## src/rtl/seg_reader_if.sv

```systemverilog
// seg_reader_if: segment bus and decoded-character outputs of seg_reader.
//   SEG   - active-low 7-segment pattern (SEG[0]=a .. SEG[6]=g), async to the reader clock
//   CODE  - last accepted character code
//   VALID - one-cycle pulse when CODE updates
//   ERR   - one-cycle pulse when an unknown pattern qualifies
//   MATCH - high while the last four accepted codes, oldest first, are 0,1,2,3
//   COUNT - accepted-character count, saturating at 255
// master drives SEG (the display side); slave is the reader.
interface seg_reader_if;
    logic [6:0] SEG;
    logic [3:0] CODE;
    logic       VALID;
    logic       ERR;
    logic       MATCH;
    logic [7:0] COUNT;

    modport master (
        output SEG,
        input  CODE,
        input  VALID,
        input  ERR,
        input  MATCH,
        input  COUNT
    );

    modport slave (
        input  SEG,
        output CODE,
        output VALID,
        output ERR,
        output MATCH,
        output COUNT
    );
endinterface

```

## src/rtl/seg_reader.sv

```systemverilog
// seg_reader: decodes an active-low 7-segment letter pattern (O L E G H I B P C) back into its
// 4-bit character code. The bus is synchronised and debounced; each distinct character yields
// one VALID pulse, unknown patterns yield an ERR pulse, and a four-entry history raises MATCH
// while the sequence "OLEG" is the most recent one.
// Ports:
//   CLOCK_50 - system clock, rising edge
//   KEY[0]   - asynchronous active-low reset
//   bus      - seg_reader_if slave modport (SEG in; CODE, VALID, ERR, MATCH, COUNT out)
module seg_reader #(
    parameter int unsigned STABLE_CYCLES = 4  // legal range 1..255
) (
    input  logic       CLOCK_50,
    input  logic [0:0] KEY,
    seg_reader_if.slave bus
);

    localparam logic [7:0]  STABLE    = 8'(STABLE_CYCLES);
    localparam logic [6:0]  PAT_BLANK = 7'h7F;
    localparam logic [15:0] HIST_CLR  = 16'hFFFF;
    localparam logic [15:0] HIST_OLEG = 16'h0123;  // oldest entry in the top nibble

    typedef enum logic [0:0] {StArmed, StHeld} state_e;

    logic rst_n;
    assign rst_n = KEY[0];

    // Input path: 2-flop synchroniser plus stability counter
    logic [6:0] sync1_q, sync2_q;
    logic [7:0] cnt_q, cnt_d;
    logic       qual_q, qual_d;
    logic       change;

    always_ff @(posedge CLOCK_50 or negedge rst_n) begin
        if (!rst_n) begin
            sync1_q <= PAT_BLANK;
            sync2_q <= PAT_BLANK;
            cnt_q   <= 8'd0;
            qual_q  <= 1'b0;
        end else begin
            sync1_q <= bus.SEG;
            sync2_q <= sync1_q;
            cnt_q   <= cnt_d;
            qual_q  <= qual_d;
        end
    end

    // The counter tracks how long sync2 has held its value; sync1 is sync2's next value.
    always_comb begin
        change = (sync1_q != sync2_q);
        if (change) begin
            cnt_d = 8'd1;
        end else if (cnt_q >= STABLE) begin
            cnt_d = cnt_q;
        end else begin
            cnt_d = cnt_q + 8'd1;
        end
        // Fire only when the count first reaches the threshold; a reload restarts that.
        qual_d = (cnt_d == STABLE) && (change || (cnt_q != STABLE));
    end

    // Character decode of the qualified (stable) pattern
    logic [3:0] dec_code;
    logic       dec_known;
    logic       is_blank;

    always_comb begin
        dec_code  = 4'd0;
        dec_known = 1'b1;
        case (sync2_q)
            7'h40:   dec_code = 4'd0;
            7'h47:   dec_code = 4'd1;
            7'h06:   dec_code = 4'd2;
            7'h42:   dec_code = 4'd3;
            7'h09:   dec_code = 4'd4;
            7'h4F:   dec_code = 4'd5;
            7'h00:   dec_code = 4'd6;
            7'h0C:   dec_code = 4'd7;
            7'h46:   dec_code = 4'd8;
            default: dec_known = 1'b0;
        endcase
        is_blank = (sync2_q == PAT_BLANK);
    end

    // Acceptance FSM and registered outputs
    state_e      state_q, state_d;
    logic [6:0]  last_pat_q, last_pat_d;
    logic [3:0]  code_q, code_d;
    logic        valid_q, valid_d;
    logic        err_q, err_d;
    logic        match_q, match_d;
    logic [7:0]  count_q, count_d;
    logic [15:0] hist_q, hist_d;

    always_ff @(posedge CLOCK_50 or negedge rst_n) begin
        if (!rst_n) begin
            state_q    <= StArmed;
            last_pat_q <= PAT_BLANK;
            code_q     <= 4'd0;
            valid_q    <= 1'b0;
            err_q      <= 1'b0;
            match_q    <= 1'b0;
            count_q    <= 8'd0;
            hist_q     <= HIST_CLR;
        end else begin
            state_q    <= state_d;
            last_pat_q <= last_pat_d;
            code_q     <= code_d;
            valid_q    <= valid_d;
            err_q      <= err_d;
            match_q    <= match_d;
            count_q    <= count_d;
            hist_q     <= hist_d;
        end
    end

    always_comb begin
        state_d    = state_q;
        last_pat_d = last_pat_q;
        code_d     = code_q;
        valid_d    = 1'b0;
        err_d      = 1'b0;
        count_d    = count_q;
        hist_d     = hist_q;

        if (qual_q) begin
            if (is_blank) begin
                state_d = StArmed;
            end else if (!dec_known) begin
                err_d   = 1'b1;
                hist_d  = HIST_CLR;
                state_d = StArmed;
            end else if ((state_q == StArmed) || (sync2_q != last_pat_q)) begin
                code_d     = dec_code;
                valid_d    = 1'b1;
                hist_d     = {hist_q[11:0], dec_code};
                count_d    = (count_q == 8'hFF) ? count_q : count_q + 8'd1;
                last_pat_d = sync2_q;
                state_d    = StHeld;
            end
        end

        match_d = (hist_d == HIST_OLEG);
    end

    assign bus.CODE  = code_q;
    assign bus.VALID = valid_q;
    assign bus.ERR   = err_q;
    assign bus.MATCH = match_q;
    assign bus.COUNT = count_q;

endmodule

```

## src/flat_wrapper.sv

```systemverilog
// flat-port wrapper written by rule: the top's interface ports become plain ports
module seg_reader_flat 
#(
    parameter int unsigned STABLE_CYCLES = 4                       
)
  (CLOCK_50, KEY, bus_SEG, bus_CODE, bus_VALID, bus_ERR, bus_MATCH, bus_COUNT);
  seg_reader_if bus_i ();
  input  logic CLOCK_50;
  input  logic [0:0] KEY;
  input wire logic [$bits(bus_i.SEG)-1:0] bus_SEG;
  output wire logic [$bits(bus_i.CODE)-1:0] bus_CODE;
  output wire logic [$bits(bus_i.VALID)-1:0] bus_VALID;
  output wire logic [$bits(bus_i.ERR)-1:0] bus_ERR;
  output wire logic [$bits(bus_i.MATCH)-1:0] bus_MATCH;
  output wire logic [$bits(bus_i.COUNT)-1:0] bus_COUNT;
  assign bus_i.SEG = bus_SEG;
  assign bus_CODE = bus_i.CODE;
  assign bus_VALID = bus_i.VALID;
  assign bus_ERR = bus_i.ERR;
  assign bus_MATCH = bus_i.MATCH;
  assign bus_COUNT = bus_i.COUNT;
  seg_reader #(.STABLE_CYCLES(STABLE_CYCLES)) u_core (.CLOCK_50(CLOCK_50), .KEY(KEY), .bus(bus_i));
endmodule
```

## config.mk

```make
export PLATFORM = sky130hd
export DESIGN_NAME = seg_reader_flat
export DESIGN_NICKNAME = d
export VERILOG_FILES = /design/src/rtl/seg_reader_if.sv /design/src/rtl/seg_reader.sv /design/src/flat_wrapper.sv
export SDC_FILE = /design/constraint.sdc
export NUM_CORES = 1
export LEC_CHECK = 0
export CORE_UTILIZATION = 39
export CTS_CLUSTER_SIZE = 28
export DETAILED_ROUTE_END_ITERATION = 12
export PLACE_DENSITY = 0.57
export SYNTH_ARGS = -nofsm -noshare
export SYNTH_HDL_FRONTEND = slang
export SYNTH_SLANG_ARGS = --single-unit
```

## constraint.sdc

```tcl
create_clock -name CLOCK_50 -period 4.4 [get_ports CLOCK_50]
set_input_delay 0.66 -clock CLOCK_50 [delete_from_list [all_inputs] [get_ports CLOCK_50]]
set_output_delay 0.66 -clock CLOCK_50 [all_outputs]
set_load 0.05 [all_outputs]
```

==> results of run 1 <==
==> power by group <==
part | internal, uW | total (uW) | switching [uW] | leakage [uW]
logic | 17.9 | 39.3 | 21.4 | 0.000506
clock network | 277 | 496 | 219 | 0.0000955
registers | 584 | 595 | 11.9 | 0.000729
total | 879 | 1130 | 252 | 0.00133
==> cells in the final DEF (no fill, tap or decap), types with 2 or more instances in the layout <==
cell type,count
sky130_fd_sc_hd__mux2_1,3
sky130_fd_sc_hd__nor3_1,4
sky130_fd_sc_hd__nor3b_1,2
sky130_fd_sc_hd__dfstp_2,37
sky130_fd_sc_hd__nor2b_1,4
sky130_fd_sc_hd__nor4_1,3
sky130_fd_sc_hd__nand3_1,2
sky130_fd_sc_hd__or3_1,2
sky130_fd_sc_hd__clkinvlp_4,2
sky130_fd_sc_hd__and2_1,9
sky130_fd_sc_hd__a21oi_1,6
sky130_fd_sc_hd__buf_4,2
sky130_fd_sc_hd__clkinv_1,2
sky130_fd_sc_hd__or4b_1,2
sky130_fd_sc_hd__xor2_1,11
sky130_fd_sc_hd__o21ai_0,8
sky130_fd_sc_hd__clkdlybuf4s50_1,22
sky130_fd_sc_hd__a31oi_1,2
sky130_fd_sc_hd__xnor2_1,11
sky130_fd_sc_hd__nor4b_1,3
sky130_fd_sc_hd__dfrtp_1,25
sky130_fd_sc_hd__nand4_1,6
sky130_fd_sc_hd__o22a_1,12
sky130_fd_sc_hd__clkbuf_8,10
sky130_fd_sc_hd__inv_1,4
sky130_fd_sc_hd__nor2_1,15
sky130_fd_sc_hd__nand2_1,21
sky130_fd_sc_hd__ha_1,3
sky130_fd_sc_hd__and3_1,4
==> kinds of logic after synthesis <==
kind of cell | after synthesis
AO/OA/AOI/OAI | 38
XOR/XNOR | 22
adder cells (fa/ha/maj) | 3
buffers and inverters | 18
flip-flops | 62
multiplexers | 4
AND/OR/NAND/NOR | 84
==> worst register-to-register path: stages (launching register included) <==
cell and delay, ns:
sky130_fd_sc_hd__dfstp_2 0.65, sky130_fd_sc_hd__nor3b_1 0.09, sky130_fd_sc_hd__o311ai_2 0.32, sky130_fd_sc_hd__nand3_2 0.14, sky130_fd_sc_hd__or3_1 0.51, sky130_fd_sc_hd__o32a_1 0.35
sky130_fd_sc_hd__or4b_1 0.52, sky130_fd_sc_hd__nor4_2 0.26
==> state kept, by name, summed over array words and instances, names as in the netlist <==
register	flops
u_core.last_pat_q	7
u_core.sync2_q	7
u_core.bus.CODE	4
u_core.hist_q	16
u_core.sync1_q	7
u_core.bus.COUNT	8
u_core.state_q	1
u_core.bus.ERR	1
u_core.cnt_q	8
u_core.bus.VALID	1
u_core.qual_q	1
u_core.bus.MATCH	1
==> how the worst max path moves through the flow <==
stage | start | to | slack [ns] | depth (start not counted)
after floorplan | u_core.sync2_q[2]$_DFF_PN1_ | u_core.bus.MATCH$_DFF_PN0_ | 1.64 | 9
after global placement | u_core.sync2_q[2]$_DFF_PN1_ | u_core.bus.MATCH$_DFF_PN0_ | 1.53 | 7
after detailed placement | u_core.sync2_q[2]$_DFF_PN1_ | u_core.bus.MATCH$_DFF_PN0_ | 1.48 | 7
after CTS | u_core.sync2_q[2]$_DFF_PN1_ | u_core.bus.MATCH$_DFF_PN0_ | 1.48 | 7
after global routing | u_core.sync2_q[3]$_DFF_PN1_ | u_core.bus.MATCH$_DFF_PN0_ | 1.29 | 7
final | u_core.sync2_q[2]$_DFF_PN1_ | u_core.bus.MATCH$_DFF_PN0_ | 1.48 | 7
==> routing by layer <==
metal	GRT usage	routed length (um)	share of wire
met4	0.0682	76	0.016
met3	0.0409	141	0.030
met5	0	0	0
met2	0.217	2100	0.45
met1	0.205	2350	0.50
==> layout make-up <==
cell class,instances,area share
sequential,62,0.500
multi-input combinational,151,0.323
timing repair buffer,25,0.0752
clock buffer,11,0.0442
tap,80,0.0313
clock inverter,5,0.0184
inverter,7,0.00822
==> metrics by stage <==
stage	utilization	total power [uW]	worst slack [ns]	hold WS (ns)	cells
6_report	0.473	1130	1.48	0.373	341
5_1_grt	0.473	1190	1.29	0.382	341
4_1_cts	0.473	1150	1.48	0.374	341
3_5_place_dp	0.443	646	1.48	0.364	325
3_3_place_gp	0.443	646	1.53	0.364	325
2_1_floorplan	-	623	1.64	0.360	231
==> flow_summary.ini, run 1 <==
[routing]
drt.antenna.violating_nets = 0
drcViolationCount = 0
num_vias = 1769
detail_route.wirelength_um = 4670
drt-pass1-iter-count = 4
wl_per_cell_um = 13.7
dr.first_iter.drc_count = 91
avgViaCountPerCell = 5.19

[timing]
fin_tns_setup_ns = 0
finalWorstPathRequiredPeriod_ns = 2.92
timing.slew.headroom = 0.265
report.final.setup_viol = 0
max_slew.worst_pin.slew_ns = 1.09
grt_setup_unrepaired = false
final_min_period_over_clock_period = 0.663
clock_skew_ns = 0.0109
slew_viol_final = 0
achievable-frequency_ghz = 0.343
hold_viol = 0

[worst_hold_path]
worstHoldPathCells = 0
hp-start = u_core.sync1_q[0]$_DFF_PN1_
hold_path.class = flip-flop to flip-flop
hold_path_end = u_core.sync2_q[0]$_DFF_PN1_

[synth]
yosys_warnings = 0
post_synth_fa_ha_maj_area_fraction = 0.0139
synth_top_area_frac = 0.359
netlist_instances = 231
yosys-top-cells-count = 37 x sky130_fd_sc_hd__dfstp_2, 25 x sky130_fd_sc_hd__dfrtp_1, 21 x sky130_fd_sc_hd__nand2_1
yosys_register_bits = 62
post_synth_num_cell_types = 48
synthTopCellsByArea = sky130_fd_sc_hd__dfstp_2 36%, sky130_fd_sc_hd__dfrtp_1 23%, sky130_fd_sc_hd__o22a_1 3.9%, sky130_fd_sc_hd__xnor2_1 3.6%, sky130_fd_sc_hd__xor2_1 3.6%
synthFlopType = sky130_fd_sc_hd__dfstp_2
synth-async-reset-ratio = 1.00
post_synth_mux_area_share = 0.0162
syn_area_per_cell_um2 = 11.7
yosys.cell_count.top_type = sky130_fd_sc_hd__dfstp_2
synth-edff-count = 0
yosys.area.top_type = sky130_fd_sc_hd__dfstp_2
synth_top_family_by_area = simple AND/OR/NAND/NOR gates
synth_sequential_area_ratio = 0.590
syn-cell-area_mm2 = 0.00271
synth-compound-area-share = 0.106
yosys.area_share.simple = 0.173
synthesis.nets = 243
synth_xor_area_frac = 0.0711

[setup_path]
cp_max_fo = 12
worstPathArrival_ns = 3.16
worst_ep_required_time_ns = 4.65
timing.critical_path.slowest_cell_delay_ns = 0.65
setup.reg_to_reg.worst_slack_ns = 1.48
worst_path_dominant_cell_family = simple AND/OR/NAND/NOR gates
timing.critical_path.to_type = flip-flop
timing.critical_path.buf_inv = 0
startpoint_type = flip-flop
worst_r2r_endpoint = u_core.bus.MATCH$_DFF_PN0_
r2r_worst_path_depth = 7
critical_r2r_launch = u_core.sync2_q[2]$_DFF_PN1_
cell_at_the_slowest_stage_of_the_critical_path = sky130_fd_sc_hd__dfstp_2
critical_path_class = flip-flop to flip-flop
path_cells = nor3b_1, o311ai_2, nand3_2, or3_1, o32a_1, or4b_1, nor4_2

[pwr]
static_power_due_to_leakage_uw = 0.00133
power_per_cell_area_mw_per_mm2 = 354
power.ir.vdd_worst_uv = 222

[placed_design]
gp_routability_congestion = 0.776
port_buffer_count = 23
placement.cell_area_mm2 = 0.00300
dp_hpwl_um = 3160

[layout]
multiInputGateArea_mm2 = 0.00103
diodes = 0
n_fill_cell = 616
flow.area_growth_from_synthesis_pct = 17.9
final_nets = 268
drive_gt1_frac = 0.241
final-seq-area_mm2 = 0.00160
post-route-cell-area_mm2 = 0.00320

[global_route]
antenna_found_initial = 0
groute.usage.overall = 0.148
grt_pass1_vias = 1651
overflow = 0
grt_start_max_net_pins = 63
grt_first_pass_wirelength_um = 8220

[floorplanning]
die_height_um = 85.4
floorplan.die.width_um = 85.4
initial_utilization = 0.401
die_area_mm2 = 0.00729
core_box_area_mm2 = 0.00676
io_pins = 24
placementRows = 30

[clock_network]
cts_root_buf = sky130_fd_sc_hd__clkbuf_8
cts-htree-levels = 3
cts_num_sinks = 62
cts_buffer_depth = 2
cts_made_buffers = 9
postCtsSetupBuffers = 0
postCtsResizedCells = 0
hold_buffers = 0
insertion_delay_ns = 0.33
cts_tree = done
cts.reportedPaths.clkPinSlew_ns = 0.07

[job]
max_cap_violation_count = 0

[run_status]
status = completed
No activity file was read; power rests on OpenSTA's default activity.
==> inputs of run 2 (changes only) <==
- PLACE_DENSITY: 0.57 -> 0.59
- clock period: 4.4 -> 2.52 ns (I/O delays scaled with it)
==> run 2 against run 1 <==
Net effect: the flow now finishes with violations (negative setup slack); highest routed layer unchanged; critical endpoint unchanged; core utilization rose by 4.3 points; final area increased by 9.0%; clock skew rose by 0.00066 ns; count of clock-buffer cells in the layout is 1 higher.
==> flow_summary.ini, run 2 (same netlist as run 1, synthesis figures left out) <==
[layout]
n_fill_cell = 596
diodes = 0
drive_gt1_frac = 0.348
layout_common_cells = 37 x sky130_fd_sc_hd__buf_4, 37 x sky130_fd_sc_hd__dfstp_2, 25 x sky130_fd_sc_hd__dfrtp_1
final_nets = 303
largest_reg_flops = 16
utilization = 0.516
largest_register = u_core.hist_q
post-route-cell-area_mm2 = 0.00348
flow.area_growth_from_synthesis_pct = 28.6

[routing]
wl_per_cell_um = 13.6
drcViolationCount = 0
num_vias = 1865
met3RoutedLength_um = 123
topRoutingLayerUsed = met4
detail_route.wirelength_um = 5110
dr.first_iter.drc_count = 32
wl_met2_um = 2390
drt.antenna.violating_nets = 0
avgViaCountPerCell = 4.96
met1Wirelength_um = 2540
drt-pass1-iter-count = 4

[floorplanning]
die_area_mm2 = 0.00729
floorplan.die.width_um = 85.4
die_height_um = 85.4
io_pins = 24
core_box_area_mm2 = 0.00676
placementRows = 30
initial_utilization = 0.401

[worst_hold_path]
hold_path.class = input port to async pin

[pwr]
power.ir.vdd_worst_uv = 420
power_per_cell_area_mw_per_mm2 = 565
static_power_due_to_leakage_uw = 0.00151

[setup_path]
r2r_worst_path_depth = 7
setup.reg_to_reg.worst_slack_ns = -0.12
path_cells = nor3b_2, o311ai_2, nand3_2, or3_4, o32a_1, or4b_1, nor4_2
cp_max_fo = 9
startpoint_type = flip-flop
critical_path_class = flip-flop to flip-flop
timing.critical_path.to_type = flip-flop
cell_at_the_slowest_stage_of_the_critical_path = sky130_fd_sc_hd__dfstp_2
critical_r2r_launch = u_core.sync2_q[2]$_DFF_PN1_
worstPathArrival_ns = 2.89
worst_r2r_endpoint = u_core.bus.MATCH$_DFF_PN0_
timing.critical_path.slowest_cell_delay_ns = 0.63
worst_ep_required_time_ns = 2.77

[placed_design]
placement.setup.worst_slack_ns = -0.213
port_buffer_count = 23
dp_hpwl_um = 3510
gp_routability_congestion = 0.817
placement.cell_area_mm2 = 0.00325

[timing]
final_min_period_over_clock_period = 1.05
timing.slew.headroom = 0.498
clock_skew_ns = 0.0116
grt_setup_unrepaired = true
achievable-frequency_ghz = 0.379
finalWorstPathRequiredPeriod_ns = 2.64
hold_viol = 0
report.final.setup_viol = 1
slew_viol_final = 0
worst_slack_ns = -0.119
max_slew.worst_pin.slew_ns = 0.753

[global_route]
grt_first_pass_wirelength_um = 8880
grt_start_max_net_pins = 63
overflow = 0
antenna_found_initial = 0
grt_pass1_vias = 1903
groute.usage.overall = 0.159

[job]
max_cap_violation_count = 0

[run_status]
failed_checks = negative setup slack
status = complete, but fails checks

[clock_network]
cts-htree-levels = 3
cts_root_buf = sky130_fd_sc_hd__clkbuf_8
cts_made_buffers = 9
cts_tree = done
hold_buffers = 0
insertion_delay_ns = 0.34
cts_buffer_depth = 2
cts.reportedPaths.clkPinSlew_ns = 0.07
cts_num_sinks = 62
run 2: through the flow:
stage	TNS (ns)	hold slack, ns	instances	total power [uW]
6_report	-0.119	0.179	376	1970
4_1_cts	-0.136	0.203	375	2000
3_3_place_gp	-0.139	0.362	358	1150
5_1_grt	-0.241	0.249	376	2050
2_1_floorplan	-0.184	0.0824	231	1090
3_5_place_dp	-0.213	0.364	358	1150
run 2: timing repair:
action,in CTS,in global routing
gates resized for setup,2,2
endpoints found under the setup margin,1,2
setup buffers,1,1
run 2: worst max-delay path by stage:
stage               slack, ns  cells past startpoint                    endpoint                        start
floorplan               -0.18                      9  u_core.bus.MATCH$_DFF_PN0_  u_core.sync2_q[1]$_DFF_PN1_
global placement        -0.14                      8  u_core.bus.MATCH$_DFF_PN0_  u_core.sync2_q[3]$_DFF_PN1_
detailed placement      -0.21                      8  u_core.bus.MATCH$_DFF_PN0_  u_core.sync2_q[3]$_DFF_PN1_
CTS                     -0.14                      7  u_core.bus.MATCH$_DFF_PN0_  u_core.sync2_q[2]$_DFF_PN1_
global route            -0.23                      7  u_core.bus.MATCH$_DFF_PN0_  u_core.sync2_q[2]$_DFF_PN1_
finish                  -0.12                      7  u_core.bus.MATCH$_DFF_PN0_  u_core.sync2_q[2]$_DFF_PN1_
run 2: worst max-delay path: cells and delay by family, from the launching register on:
family,cells,cell delay [ns]
AO/OA/AOI/OAI,2,0.56
flip-flops,1,0.63
AND/OR/NAND/NOR,5,1.36
run 2: area by class of cell:
class / count / area (um^2) / share of cell area
flip-flops and latches: 62 / 1600 / 0.459
multi-input cells: 151 / 1060 / 0.305
repair buffers: 60 / 503 / 0.144
clock buffers: 12 / 165 / 0.0474
well taps: 80 / 100 / 0.0287
clock inverters: 4 / 28.8 / 0.00826
inverters: 7 / 26.3 / 0.00754
run 2: report_power, final:
part           switching, uW  internal (uW)  total, uW
Clock                    392            439        831
Combinational           52.6           52.7        105
Sequential              13.8           1020       1030
run 2: routing by layer:
layer	GRT usage	vias to the layer above
met1	0.212	902
met4	0.0682	0
met2	0.240	20
met5	0	-
li1	-	938
met3	0.0496	5
==> inputs of run 3 (changes only) <==
- CTS_CLUSTER_DIAMETER: not set -> 50
==> results of run 3 <==
The final DEF is identical to that of run 2; final timing and power are the same.
